`config.mk`:
```
export PLATFORM = sky130hd
export DESIGN_NAME = z80_io_cycle_gen
export DESIGN_NICKNAME = d
export VERILOG_FILES = /design/src/rtl/z80_io_cycle_gen.sv
export SDC_FILE = /design/constraint.sdc
export NUM_CORES = 1
export LEC_CHECK = 0
export BUFFER_PORTS_ARGS = -buffer_cell sky130_fd_sc_hd__clkbuf_2
export CORE_UTILIZATION = 35
export DETAILED_ROUTE_END_ITERATION = 16
export PLACE_DENSITY = 0.56
export SYNTH_ARGS = -nofsm -noshare
export SYNTH_HDL_FRONTEND = slang
export SYNTH_SLANG_ARGS = --single-unit
```
`constraint.sdc`:
```
create_clock -name clk -period 2.1 [get_ports clk]
set_clock_uncertainty 0.05 [all_clocks]
set_input_delay 0.105 -clock clk [delete_from_list [all_inputs] [get_ports clk]]
set_output_delay 0.105 -clock clk [all_outputs]
set_load 0.02 [all_outputs]
```
`src/rtl/z80_io_cycle_gen.sv`:
```
// Z80 I/O bus-cycle master for the MSX cartridge slot: T1, T2, TW..., T3, gap sequencing
// with programmable T-state length, strobe edges, wait extension and timeout abort.
module z80_io_cycle_gen #(
  parameter int ADDR_W      = 16,
  parameter int T_CLKS      = 24,
  parameter int STROBE_DLY  = 12,
  parameter int RELEASE_DLY = 12,
  parameter int GAP_TSTATES = 2,
  parameter int TIMEOUT_TW  = 256
) (
  input  logic              clk,
  input  logic              reset,
  input  logic              req_valid,
  output logic              req_ready,
  input  logic              req_write,
  input  logic [ADDR_W-1:0] req_address,
  input  logic [7:0]        req_wdata,
  output logic              rsp_valid,
  output logic [7:0]        rsp_rdata,
  output logic              rsp_timeout,
  output logic              busy,
  output logic              slot_clk,
  output logic [ADDR_W-1:0] slot_a,
  output logic [7:0]        slot_d_out,
  output logic              slot_d_oe,
  input  logic [7:0]        slot_d_in,
  output logic              slot_iorq_n,
  output logic              slot_rd_n,
  output logic              slot_wr_n,
  input  logic              slot_wait
);

  localparam int CNT_W = $clog2(T_CLKS);
  localparam int TW_W  = $clog2(TIMEOUT_TW + 1);
  localparam int GAP_W = (GAP_TSTATES > 1) ? $clog2(GAP_TSTATES) : 1;

  localparam logic [CNT_W-1:0] CNT_LAST = CNT_W'(T_CLKS - 1);
  localparam logic [CNT_W-1:0] CNT_HALF = CNT_W'(T_CLKS / 2);
  localparam logic [CNT_W-1:0] STB_AT   = CNT_W'((STROBE_DLY > 0) ? STROBE_DLY - 1 : 0);
  localparam logic [CNT_W-1:0] REL_AT   = CNT_W'((RELEASE_DLY > 0) ? RELEASE_DLY - 1 : 0);
  localparam logic [GAP_W-1:0] GAP_LAST = GAP_W'(GAP_TSTATES - 1);
  localparam logic [TW_W-1:0]  TW_MAX   = TW_W'(TIMEOUT_TW);

  localparam logic [2:0] S_IDLE = 3'd0;
  localparam logic [2:0] S_T1   = 3'd1;
  localparam logic [2:0] S_T2   = 3'd2;
  localparam logic [2:0] S_TW   = 3'd3;
  localparam logic [2:0] S_T3   = 3'd4;
  localparam logic [2:0] S_GAP  = 3'd5;

  logic [2:0]       state;
  logic [CNT_W-1:0] cnt;
  logic [CNT_W-1:0] cnt_nxt;
  logic [TW_W-1:0]  tw_cnt;
  logic [GAP_W-1:0] gap_t;
  logic             is_write;
  logic             aborted;
  logic             t_last;
  logic             gap_end;
  logic             start;
  logic             strobe_on;
  logic             strobe_off;

  // Edge decoding: every transition happens on the edge that ends the current clk slot
  always_comb begin
    t_last    = (cnt == CNT_LAST);
    cnt_nxt   = t_last ? '0 : cnt + CNT_W'(1);
    gap_end   = (state == S_GAP) && t_last && (gap_t == GAP_LAST);
    // A request waiting through the gap is taken on the edge the gap closes
    start     = req_valid && (req_ready || gap_end);
    strobe_on = (STROBE_DLY == 0) ? ((state == S_T1) && t_last)
                                  : ((state == S_T2) && (cnt == STB_AT));
    if (RELEASE_DLY == 0)
      strobe_off = ((state == S_T3) && t_last) || ((state == S_GAP) && aborted);
    else
      strobe_off = (state == S_GAP) && (aborted || ((gap_t == '0) && (cnt == REL_AT)));
    strobe_off = strobe_off && !start;
  end

  always_ff @(posedge clk) begin
    if (reset) begin
      state       <= S_IDLE;
      cnt         <= '0;
      tw_cnt      <= '0;
      gap_t       <= '0;
      is_write    <= 1'b0;
      aborted     <= 1'b0;
      req_ready   <= 1'b1;
      rsp_valid   <= 1'b0;
      rsp_rdata   <= 8'h00;
      rsp_timeout <= 1'b0;
      busy        <= 1'b0;
      slot_clk    <= 1'b0;
      slot_a      <= '0;
      slot_d_out  <= 8'h00;
      slot_d_oe   <= 1'b0;
      slot_iorq_n <= 1'b1;
      slot_rd_n   <= 1'b1;
      slot_wr_n   <= 1'b1;
    end else begin
      rsp_valid   <= 1'b0;
      rsp_timeout <= 1'b0;
      if (start) begin
        state     <= S_T1;
        cnt       <= '0;
        slot_clk  <= 1'b1;
        busy      <= 1'b1;
        req_ready <= 1'b0;
        aborted   <= 1'b0;
        is_write  <= req_write;
        slot_a    <= req_address;
        if (req_write) begin
          slot_d_out <= req_wdata;
          slot_d_oe  <= 1'b1;
        end
      end else begin
        if (state != S_IDLE) begin
          cnt      <= cnt_nxt;
          slot_clk <= (cnt_nxt < CNT_HALF);
        end
        case (state)
          S_IDLE: begin
          end
          S_T1: if (t_last) state <= S_T2;
          S_T2: begin
            if (t_last) begin
              state  <= S_TW;
              tw_cnt <= TW_W'(1);
            end
          end
          S_TW: begin
            if (t_last) begin
              if (!slot_wait) begin
                state <= S_T3;
              end else if (tw_cnt == TW_MAX) begin
                // Target never released /WAIT: abandon the cycle without a T3
                state       <= S_GAP;
                gap_t       <= '0;
                aborted     <= 1'b1;
                rsp_valid   <= 1'b1;
                rsp_timeout <= 1'b1;
              end else begin
                tw_cnt <= tw_cnt + TW_W'(1);
              end
            end
          end
          S_T3: begin
            if (t_last) begin
              state     <= S_GAP;
              gap_t     <= '0;
              rsp_valid <= 1'b1;
              if (!is_write) rsp_rdata <= slot_d_in;
            end
          end
          S_GAP: begin
            if (gap_end) begin
              state     <= S_IDLE;
              cnt       <= '0;
              slot_clk  <= 1'b0;
              req_ready <= 1'b1;
              busy      <= 1'b0;
            end else if (t_last) begin
              gap_t <= gap_t + GAP_W'(1);
            end
          end
          default: state <= S_IDLE;
        endcase
      end
      if (strobe_on) begin
        slot_iorq_n <= 1'b0;
        if (is_write) slot_wr_n <= 1'b0;
        else          slot_rd_n <= 1'b0;
      end
      if (strobe_off) begin
        slot_iorq_n <= 1'b1;
        slot_rd_n   <= 1'b1;
        slot_wr_n   <= 1'b1;
        slot_d_oe   <= 1'b0;
      end
    end
  end

endmodule

```
# Yosys cells after proc, flatten, opt, wreduce, memory -nomap -nowiden
# Cells that the tools add are included.
word_totals:
  regBits: 61
  latch_bits: 0
  ram_bits: 0
  romBits: 0
  output_inout_bits: 41
  elab_cells: 123
  mem_count: 0
op_classes:
  add_sub_neg: 3
  n_mul: 0
  div_mod_pow: 0
  order_cmp: 1
  eq_ne: 26
  shift: 0
  muxes: 40
  bitwise: 5
  reduce_logical: 29
op_table:
  columns: ["operator", "count"]
  rows:
  - ["$mux W9", 4]
  - ["$ne A2 B2 Y1 const B", 11]
  - ["$mux W1", 21]
  - ["$mux W3", 7]
  - ["$mux W5", 4]
  - ["$ne A3 B3 Y1 const B", 6]
  - ["$pmux W3 S6", 1]
  - ["$pmux W9 S2", 1]
  - ["$reduce_and A7 Y1", 2]
  - ["$add A9 B1 Y9 const B", 1]
  - ["$eq A9 B9 Y1 const B", 1]
  - ["$reduce_and A2 Y1", 4]
  - ["$reduce_and A4 Y1", 2]
  - ["$reduce_and A8 Y1", 1]
  - ["$logic_and A1 B1 Y1", 7]
  - ["$eq A3 B2 Y1 const B", 2]
  - ["$eq A3 B3 Y1 const B", 2]
  - ["$reduce_and A6 Y1", 1]
  - ["$reduce_bool A2 Y1", 3]
  - ["$reduce_bool A3 Y1", 2]
  - ["$add A5 B1 Y5 const B", 1]
  - ["$eq A5 B4 Y1 const B", 1]
  - ["$eq A5 B5 Y1 const B", 1]
  - ["$lt A5 B4 Y1 const B", 1]
  - ["other kinds (11)", 17]

# Longest topological paths before layout
# Gate-level depths: netlist of the first run.
depth:
  word_depth: 8
  depth_mapped: 8
  mapped_depth_nobuf: 7

# Least setup slack after synthesis of the first run
# OpenSTA, ideal clock, no wires.
synth_path:
  kind: "flip-flop to flip-flop"
  from: "reg cnt[0]"
  to: "reg rsp_rdata[0]"
  setup_time_ns: 0.128
  arrival_ns: 1.797
  required_ns: 1.922
  path_slack_ns: 0.125
  stages_incl_launch_ff: 8
  n_path_buf: 1
  period_less_slack_ns: 1.975
  cell_sequence: "dfxtp_1 > ha_1 > and4b_1 > buf_6 > nand3_4 > a211oi_4 > mux2i_1 > nor2_1"
synth_between:
  elab_chain_len: 7
synth_lines:
  columns: ["element", "line_no", "source"]
  rows:
  - ["start, declared", "52", "logic [CNT_W-1:0] cnt;"]
  - ["start signal, assigned", "118", "cnt <= cnt_nxt;"]
  - ["$eq A5 B5 Y1 *", "66", "t_last = (cnt == CNT_LAST);"]
  - ["$logic_and A1 B1 Y1 (2 in a row)", "68", "gap_end = (state == S_GAP) && t_last && (gap_t == GAP_LAST);"]
  - ["$logic_or A1 B1 Y1", "70", "start = req_valid && (req_ready || gap_end);"]
  - ["$logic_and A1 B1 Y1", "70", null]
  - ["$not A1 Y1 (no line)", null, null]
  - ["$reduce_and A4 Y1 (no line) *", null, null]
  - ["end signal, assigned", "152", "if (!is_write) rsp_rdata <= slot_d_in;"]
  - ["end, declared", "19", "output logic [7:0] rsp_rdata,"]
# Mark *: on every way between the ends. The rest lies on a longest branch, timed or not.
# A chain may end at the register's enable or synchronous reset.

# Worst setup path after layout of the first run
layout_path:
  from: "reg cnt[1]"
  to: "reg rsp_rdata[5]"
# The elaborated chain is that of the path after synthesis.

==> results of run 1 <==
-- power by group through the flow --
| stage | clock, mW | combinational, mW | sequential (mW) |
|---|---|---|---|
| final | 1.21 | 0.290 | 1.21 |
| after global routing | 1.30 | 0.317 | 1.22 |
| after CTS | 1.24 | 0.290 | 1.21 |
| after detailed placement | 0 | 0.242 | 1.24 |
| after global placement | 0 | 0.241 | 1.24 |
| after floorplan | 0 | 0.107 | 1.27 |
-- logic make-up (layout without fill, tap and decap cells) --
group | count (synthesis) | in the layout
and+or+nand+nor | 129 | 129
AOI/OAI and AO/OA | 87 | 87
DFF | 61 | 61
buffers and inverters | 27 | 161
muxes | 10 | 10
adders and majority gates | 3 | 3
xor gates and xnor gates | 1 | 1
-- placed cells by master, fill, tap and decap left out, types with 10 or more instances in the layout --
cell,instances
a21oi_1,42
buf_4,22
clkbuf_2,77
clkbuf_8,12
dfxtp_1,60
dlygate4sd3_1,32
inv_1,12
mux2i_1,10
nand2_1,53
nand3_1,19
nor2_1,18
o21ai_0,12
-- cell usage after synthesis (2+ instances only) --
master,instances,area [sq um]
nand2_1,53,199
nor3_1,6,30.0
o21ai_0,12,60.1
and4_1,3,26.3
o31ai_1,5,37.5
dfxtp_1,61,1220
nor2b_1,9,56.3
buf_2,4,20.0
ha_1,3,37.5
nor4b_1,2,17.5
mux2i_1,10,100
nand4_1,3,18.8
a31oi_1,2,12.5
or4_1,3,22.5
clkbuf_1,7,26.3
a21oi_1,42,210
inv_1,12,45.0
buf_6,3,33.8
a211oi_1,3,22.5
nor2_1,18,67.6
o31a_1,4,35.0
o211ai_1,3,22.5
nand2b_1,5,31.3
nand3_1,19,95.1
o21ai_1,6,30.0
-- state kept, by name (all words and copies together), names as in the netlist, 3 cells and up --
signal and count:
tw_cnt 9, rsp_rdata 8, slot_a 16, slot_d_out 8
state 3, cnt 5
-- metal layers --
metal,GRT usage (%),vias to the layer above,routed length (um)
li1,-,1387,-
met5,0,-,0
met3,3.89,16,262
met4,9.41,0,186
met2,31.2,63,3520
met1,24.5,1245,3460
-- area by class of cell --
type	instances	share of cell area (%)
Multi-Input combinational cell	230	35.2
Sequential cell	61	31.2
Timing Repair Buffer	133	23.2
Clock buffer	12	4.21
Tap cell	99	3.16
Clock inverter	3	1.72
Inverter	13	1.28
-- worst max-delay path: stages, from the launching register on --
cell      delay [ns]
dfxtp_1         0.36
ha_2            0.21
buf_4           0.15
and4b_2         0.28
nand3_4         0.11
a211oi_4        0.22
buf_12          0.17
mux2i_1         0.21
nor2_1          0.06
-- worst max-delay path by stage --
stage          slack, ns  cells after the start            to      from
3_5_place_dp        0.06                      8  rsp_rdata[0]    cnt[0]
2_1_floorplan       0.13                      7  rsp_rdata[0]    cnt[0]
3_3_place_gp        0.13                      8  rsp_rdata[1]    cnt[0]
5_1_grt             0.02                      5     tw_cnt[8]  state[1]
6_report            0.15                      8  rsp_rdata[5]    cnt[1]
4_1_cts             0.05                      8  rsp_rdata[0]    cnt[0]
-- per-stage QoR --
| stage | hold WS (ns) | utilization, % | cells | power (mW) | area [sq um] |
|---|---|---|---|---|---|
| after global routing | 0.120 | 53.2 | 551 | 2.83 | 3920 |
| after CTS | 0.0952 | 52.9 | 551 | 2.74 | 3900 |
| after global placement | 0.278 | 45.4 | 504 | 1.48 | 3350 |
| final | 0.100 | 53.2 | 551 | 2.71 | 3920 |
| after floorplan | 0.151 | - | 318 | 1.38 | 2710 |
| after detailed placement | 0.284 | 45.4 | 504 | 1.48 | 3350 |
-- repair_timing --
action | 4_1_cts | 5_1_grt
endpoints found under the hold margin | 32 | 0
buffers inserted | 0 | 0
setup endpoints to repair | 0 | 20
gates resized for setup | 0 | 5
hold buffers | 32 | 0
==> results.sh, run 1 <==
export IMPL_synth_distinct_cells=45
export IMPL_io_pins=78
export IMPL_crit_arrival_ns=2.11
export IMPL_core_area_sq_mm=0.00737
export IMPL_grt_ovfl_total=0
export IMPL_slew_headroom_pct=75.5
export IMPL_place_gp_congestion=0.794
export IMPL_synth_simple_area_share_pct=24.3
export IMPL_min_to="slot_d_out[6]"
export IMPL_drt_iter0_drc=156
export IMPL_rsz0062_at_grt="false"
export IMPL_leakage_nw=1.65
export IMPL_clock_sinks=61
export IMPL_multi_input_area_sq_mm=0.00138
export IMPL_antenna_found_initial=0
export IMPL_dpl_worst_slack_ns=0.0632
export IMPL_fmax_mhz=513
export IMPL_synth_area_sq_mm=0.00271
export IMPL_synthMuxAreaShare_pct=3.69
export IMPL_run_status="completed"
export IMPL_setup_tns_ns=0
export IMPL_clkPwrFrac_pct=44.6
export IMPL_cts_made_buffers=9
export IMPL_slew_violations=0
export IMPL_hold_viol=0
export IMPL_tightest_slew_ns=0.366
export IMPL_synth_warnings=0
export IMPL_p_sw_mw=0.630
export IMPL_initial_core_util_pct=36.8
export IMPL_finalSetupViolCount=0
export IMPL_drt_pass1_iter_count=5
export IMPL_p_comb_share_pct=10.7
export IMPL_num_vias=2711
export IMPL_hpwlAfterDp_mm=5.10
export IMPL_drive_above_1_share_pct=28.8
export IMPL_seq_power_share_pct=44.8
export IMPL_rows=31
export IMPL_synth_top_family_by_area="simple AND/OR/NAND/NOR gates"
export IMPL_wl_per_cell_um=13.5
export IMPL_start_kind="flop"
export IMPL_clk_path_buf_depth=2
export IMPL_synth_seq_cells=61
export IMPL_powerDensity_mw_per_mm2=692
export IMPL_rr_endpoint="rsp_rdata[5]"
export IMPL_synth_fp_nets=358
export IMPL_switching_share_pct=23.2
export IMPL_synth_area_per_cell_sq_um=8.53
export IMPL_p_int_mw=2.08
export IMPL_synth_edf_count=0
export IMPL_end_kind="flop"
export IMPL_min_period_ns=1.95
export IMPL_min_from="req_write"
export IMPL_fill_cells=688
export IMPL_min_delay_path_class="in2reg"
export IMPL_synthArstFlopShare_pct=0
export IMPL_critPathKind="reg2reg"
export IMPL_wl_mm=7.42
export IMPL_drv_cap=0
export IMPL_path_clk_slew_ns=0.07
export IMPL_hold_depth=3
export IMPL_seq_area_frac_synth_pct=45.0
export IMPL_viasPerCell=4.92
export IMPL_r2r_setup_slack_ns=0.15
export IMPL_ff_latch_area_sq_mm=0.00122
export IMPL_synth_xor_xnor_area_share_pct=0.323
export IMPL_antenna_cells=0
export IMPL_grt_pass1_vias=2679
export IMPL_grt_first_pass_wirelength_mm=12.7
export IMPL_syn_to_final_growth_pct=44.4
export IMPL_die_y_um=90.1
export IMPL_cp_max_fo=8
export IMPL_drcViolationCount=0
export IMPL_peakVddDrop_v=0.000342
export IMPL_fin_ws_ns=0.151
export IMPL_required_ns=2.26
export IMPL_io_buffers=77
export IMPL_fin_nets=488
export IMPL_synthCells=318
export IMPL_cts_root_buf="clkbuf_8"
export IMPL_dieArea_sq_mm=0.00811
export IMPL_reg2reg_from="cnt[1]"
export IMPL_die_w_um=90.1
export IMPL_synth_adder_area_share_pct=1.38
export IMPL_synthFlopType="dfxtp_1"
export IMPL_track_usage_pct=19.3
export IMPL_grt_max_degree=36
export IMPL_cts_tree="done"
export IMPL_synth_compound_area_share_pct=20.6
export IMPL_r2r_cells=8
export IMPL_fin_crit_sh_pct=92.8
export IMPL_h_tree_depth=3
export IMPL_ant_nets=0
export IMPL_clk_insertion_delay_late_ns=0.34
Power figures use the tool's default switching activity.
==> inputs of run 2 (changes only) <==
--- a/config.mk
+++ b/config.mk
@@ -8,7 +8,7 @@
 export BUFFER_PORTS_ARGS = -buffer_cell sky130_fd_sc_hd__clkbuf_2
 export CORE_UTILIZATION = 35
 export DETAILED_ROUTE_END_ITERATION = 16
-export PLACE_DENSITY = 0.56
+export PLACE_DENSITY = 0.58
 export SYNTH_ARGS = -nofsm -noshare
 export SYNTH_HDL_FRONTEND = slang
 export SYNTH_SLANG_ARGS = --single-unit
==> constraint.sdc (replaced) <==
create_clock -name clk -period 1.65 [get_ports clk]
set_clock_uncertainty 0.05 [all_clocks]
set_input_delay 0.0825 -clock clk [delete_from_list [all_inputs] [get_ports clk]]
set_output_delay 0.0825 -clock clk [all_outputs]
set_load 0.02 [all_outputs]
==> run 2 against run 1 <==
The flow now finishes with violations (negative setup slack). Worst hold slack worse by 0.016 ns. Sequential power increased by 27%. Sequential share of layout area down 2.5 points. Routed wire length up 7.0%. Highest routed layer unchanged.
==> results.sh, run 2 (synthesis results as in run 1) <==
export IMPL_reg2reg_from="cnt[1]"
export IMPL_top_regs="slot_a (16), tw_cnt (9)"
export IMPL_antenna_cells=0
export IMPL_cts_root_buf="clkbuf_8"
export IMPL_dieArea_sq_mm=0.00811
export IMPL_rr_endpoint="slot_wr_n"
export IMPL_io_pins=78
export IMPL_track_usage_pct=20.3
export IMPL_regMostFlops="slot_a"
export IMPL_crit_arrival_ns=1.96
export IMPL_ant_nets=0
export IMPL_cp_max_fo=4
export IMPL_largest_register_ffs=16
export IMPL_grt_ovfl_total=0
export IMPL_drv_cap=0
export IMPL_layout_commonest_cell="clkbuf_2"
export IMPL_finalSetupViolCount=48
export IMPL_leakage_nw=1.83
export IMPL_required_ns=1.83
export IMPL_min_period_ns=1.78
export IMPL_grt_max_degree=46
export IMPL_cp_buffers_inverters=0
export IMPL_antenna_found_initial=0
export IMPL_fin_ws_ns=-0.128
export IMPL_drt_iter0_drc=103
export IMPL_fin_crit_sh_pct=108
export IMPL_final_cell_area_sq_mm=0.00428
export IMPL_grt_pass1_vias=2853
export IMPL_wl_mm=7.95
export IMPL_drt_pass1_iter_count=4
export IMPL_min_to="slot_d_out[7]"
export IMPL_drcViolationCount=0
export IMPL_fin_nets=523
export IMPL_path_cells="ha_4 > nand4b_4 > o31ai_4 > nand2_2 > a41oi_4 > a21bo_1"
export IMPL_run_status="finished with violations"
export IMPL_slew_headroom_pct=68.0
export IMPL_cts_made_buffers=9
export IMPL_cts_tree="done"
export IMPL_fmax_mhz=562
export IMPL_initial_core_util_pct=36.8
export IMPL_h_tree_depth=3
export IMPL_clock_sinks=61
export IMPL_hpwlAfterDp_mm=5.26
export IMPL_path_delay_family="compound AO/OA/AOI/OAI gates"
export IMPL_io_buffers=77
export IMPL_wl_per_cell_um=13.5
export IMPL_min_from="req_write"
export IMPL_hold_viol=0
export IMPL_start_kind="flop"
export IMPL_powerDensity_mw_per_mm2=740
export IMPL_cp_depth=6
export IMPL_tightest_slew_ns=0.480
export IMPL_rows=31
export IMPL_r2r_cells=6
export IMPL_min_delay_path_class="in2reg"
export IMPL_clk_insertion_delay_late_ns=0.34
export IMPL_placed_area_sq_mm=0.00358
export IMPL_finalPower_mw=3.17
export IMPL_violations="negative setup slack"
export IMPL_grt_first_pass_wirelength_mm=13.1
export IMPL_peakVddDrop_v=0.000428
export IMPL_most_common_layout_cells="clkbuf_2, dfxtp_1, buf_4, nand2_1, a21oi_1"
export IMPL_hold_depth=3
export IMPL_rsz0062_at_grt="true"
export IMPL_dpl_worst_slack_ns=-0.130
export IMPL_slew_violations=0
export IMPL_slowest_delay_ns=0.35
export IMPL_viasPerCell=4.91
export IMPL_place_gp_congestion=0.822
export IMPL_die_w_um=90.1
export IMPL_clk_path_buf_depth=2
export IMPL_r2r_setup_slack_ns=-0.13
export IMPL_die_y_um=90.1
export IMPL_num_vias=2882
export IMPL_critPathKind="reg2reg"
export IMPL_path_clk_slew_ns=0.07
export IMPL_drive_above_1_share_pct=39.3
export IMPL_end_kind="flop"
export IMPL_syn_to_final_growth_pct=57.8
export IMPL_slowest_stage="dfxtp_2"
export IMPL_core_area_sq_mm=0.00737
[run 2: changes by cell type in the layout (fill, tap and decap cells not counted), sizes merged]
| cell | change |
|---|---|
| clkinvlp | +1 |
| clkinv | +1 |
| buf | +35 |
| clkbuf | +1 |
| bufinv | -2 |
[run 2: per-stage QoR]
| step | util, % | setup TNS (ns) | hold WS (ns) | cells |
|---|---|---|---|---|
| 5_1_grt | 58.1 | -7.41 | 0.0747 | 587 |
| 4_1_cts | 56.8 | -2.31 | 0.0164 | 583 |
| 6_report | 58.1 | -2.71 | 0.0842 | 587 |
| 2_1_floorplan | - | -2.46 | 0.128 | 318 |
| 3_5_place_dp | 48.6 | -2.72 | 0.264 | 531 |
| 3_3_place_gp | 48.6 | -1.77 | 0.256 | 531 |
[run 2: worst max-delay path by stage]
stage | start | end | slack (ns)
floorplan | cnt[0] | rsp_rdata[0] | -0.12
global placement | tw_cnt[2] | rsp_valid | -0.11
detailed placement | cnt[1] | tw_cnt[8] | -0.13
CTS | cnt[1] | slot_d_out[5] | -0.1
global route | cnt[1] | slot_wr_n | -0.21
finish | cnt[1] | slot_wr_n | -0.13
[run 2: cell type report]
type	count	area [sq um]
repair buffers	168	1190
multi-input cells	230	1510
well taps	99	124
inverters	13	50.0
clock buffers	13	159
fillers	672	3090
clock inverters	3	20.0
flip-flops and latches	61	1230
[run 2: tightest hold or removal path: stages]
cell and delay (ns):
clkbuf_2 0.18, nand3_1 0.10, a21oi_1 0.05
[run 2: power breakdown]
group	internal [mW]	total (mW)	switching [mW]	leakage, nW
logic	0.189	0.413	0.224	1.25
registers	1.52	1.54	0.0257	0.499
clock network	0.626	1.22	0.590	0.0857
total	2.33	3.17	0.840	1.83
[run 2: per-layer routing]
metal	track usage, %	share of wire, %
met5	0	0
met4	8.74	1.7
met2	34.7	51
met1	24.1	44
met3	4.91	3.7
[run 2: what timing repair did]
item | in CTS | in global routing
pin swaps | 11 | 13
hold buffers | 32 | 0
setup buffers | 4 | 4
hold endpoints to repair | 32 | 0
setup endpoints to repair | 49 | 60
gates resized for setup | 23 | 17
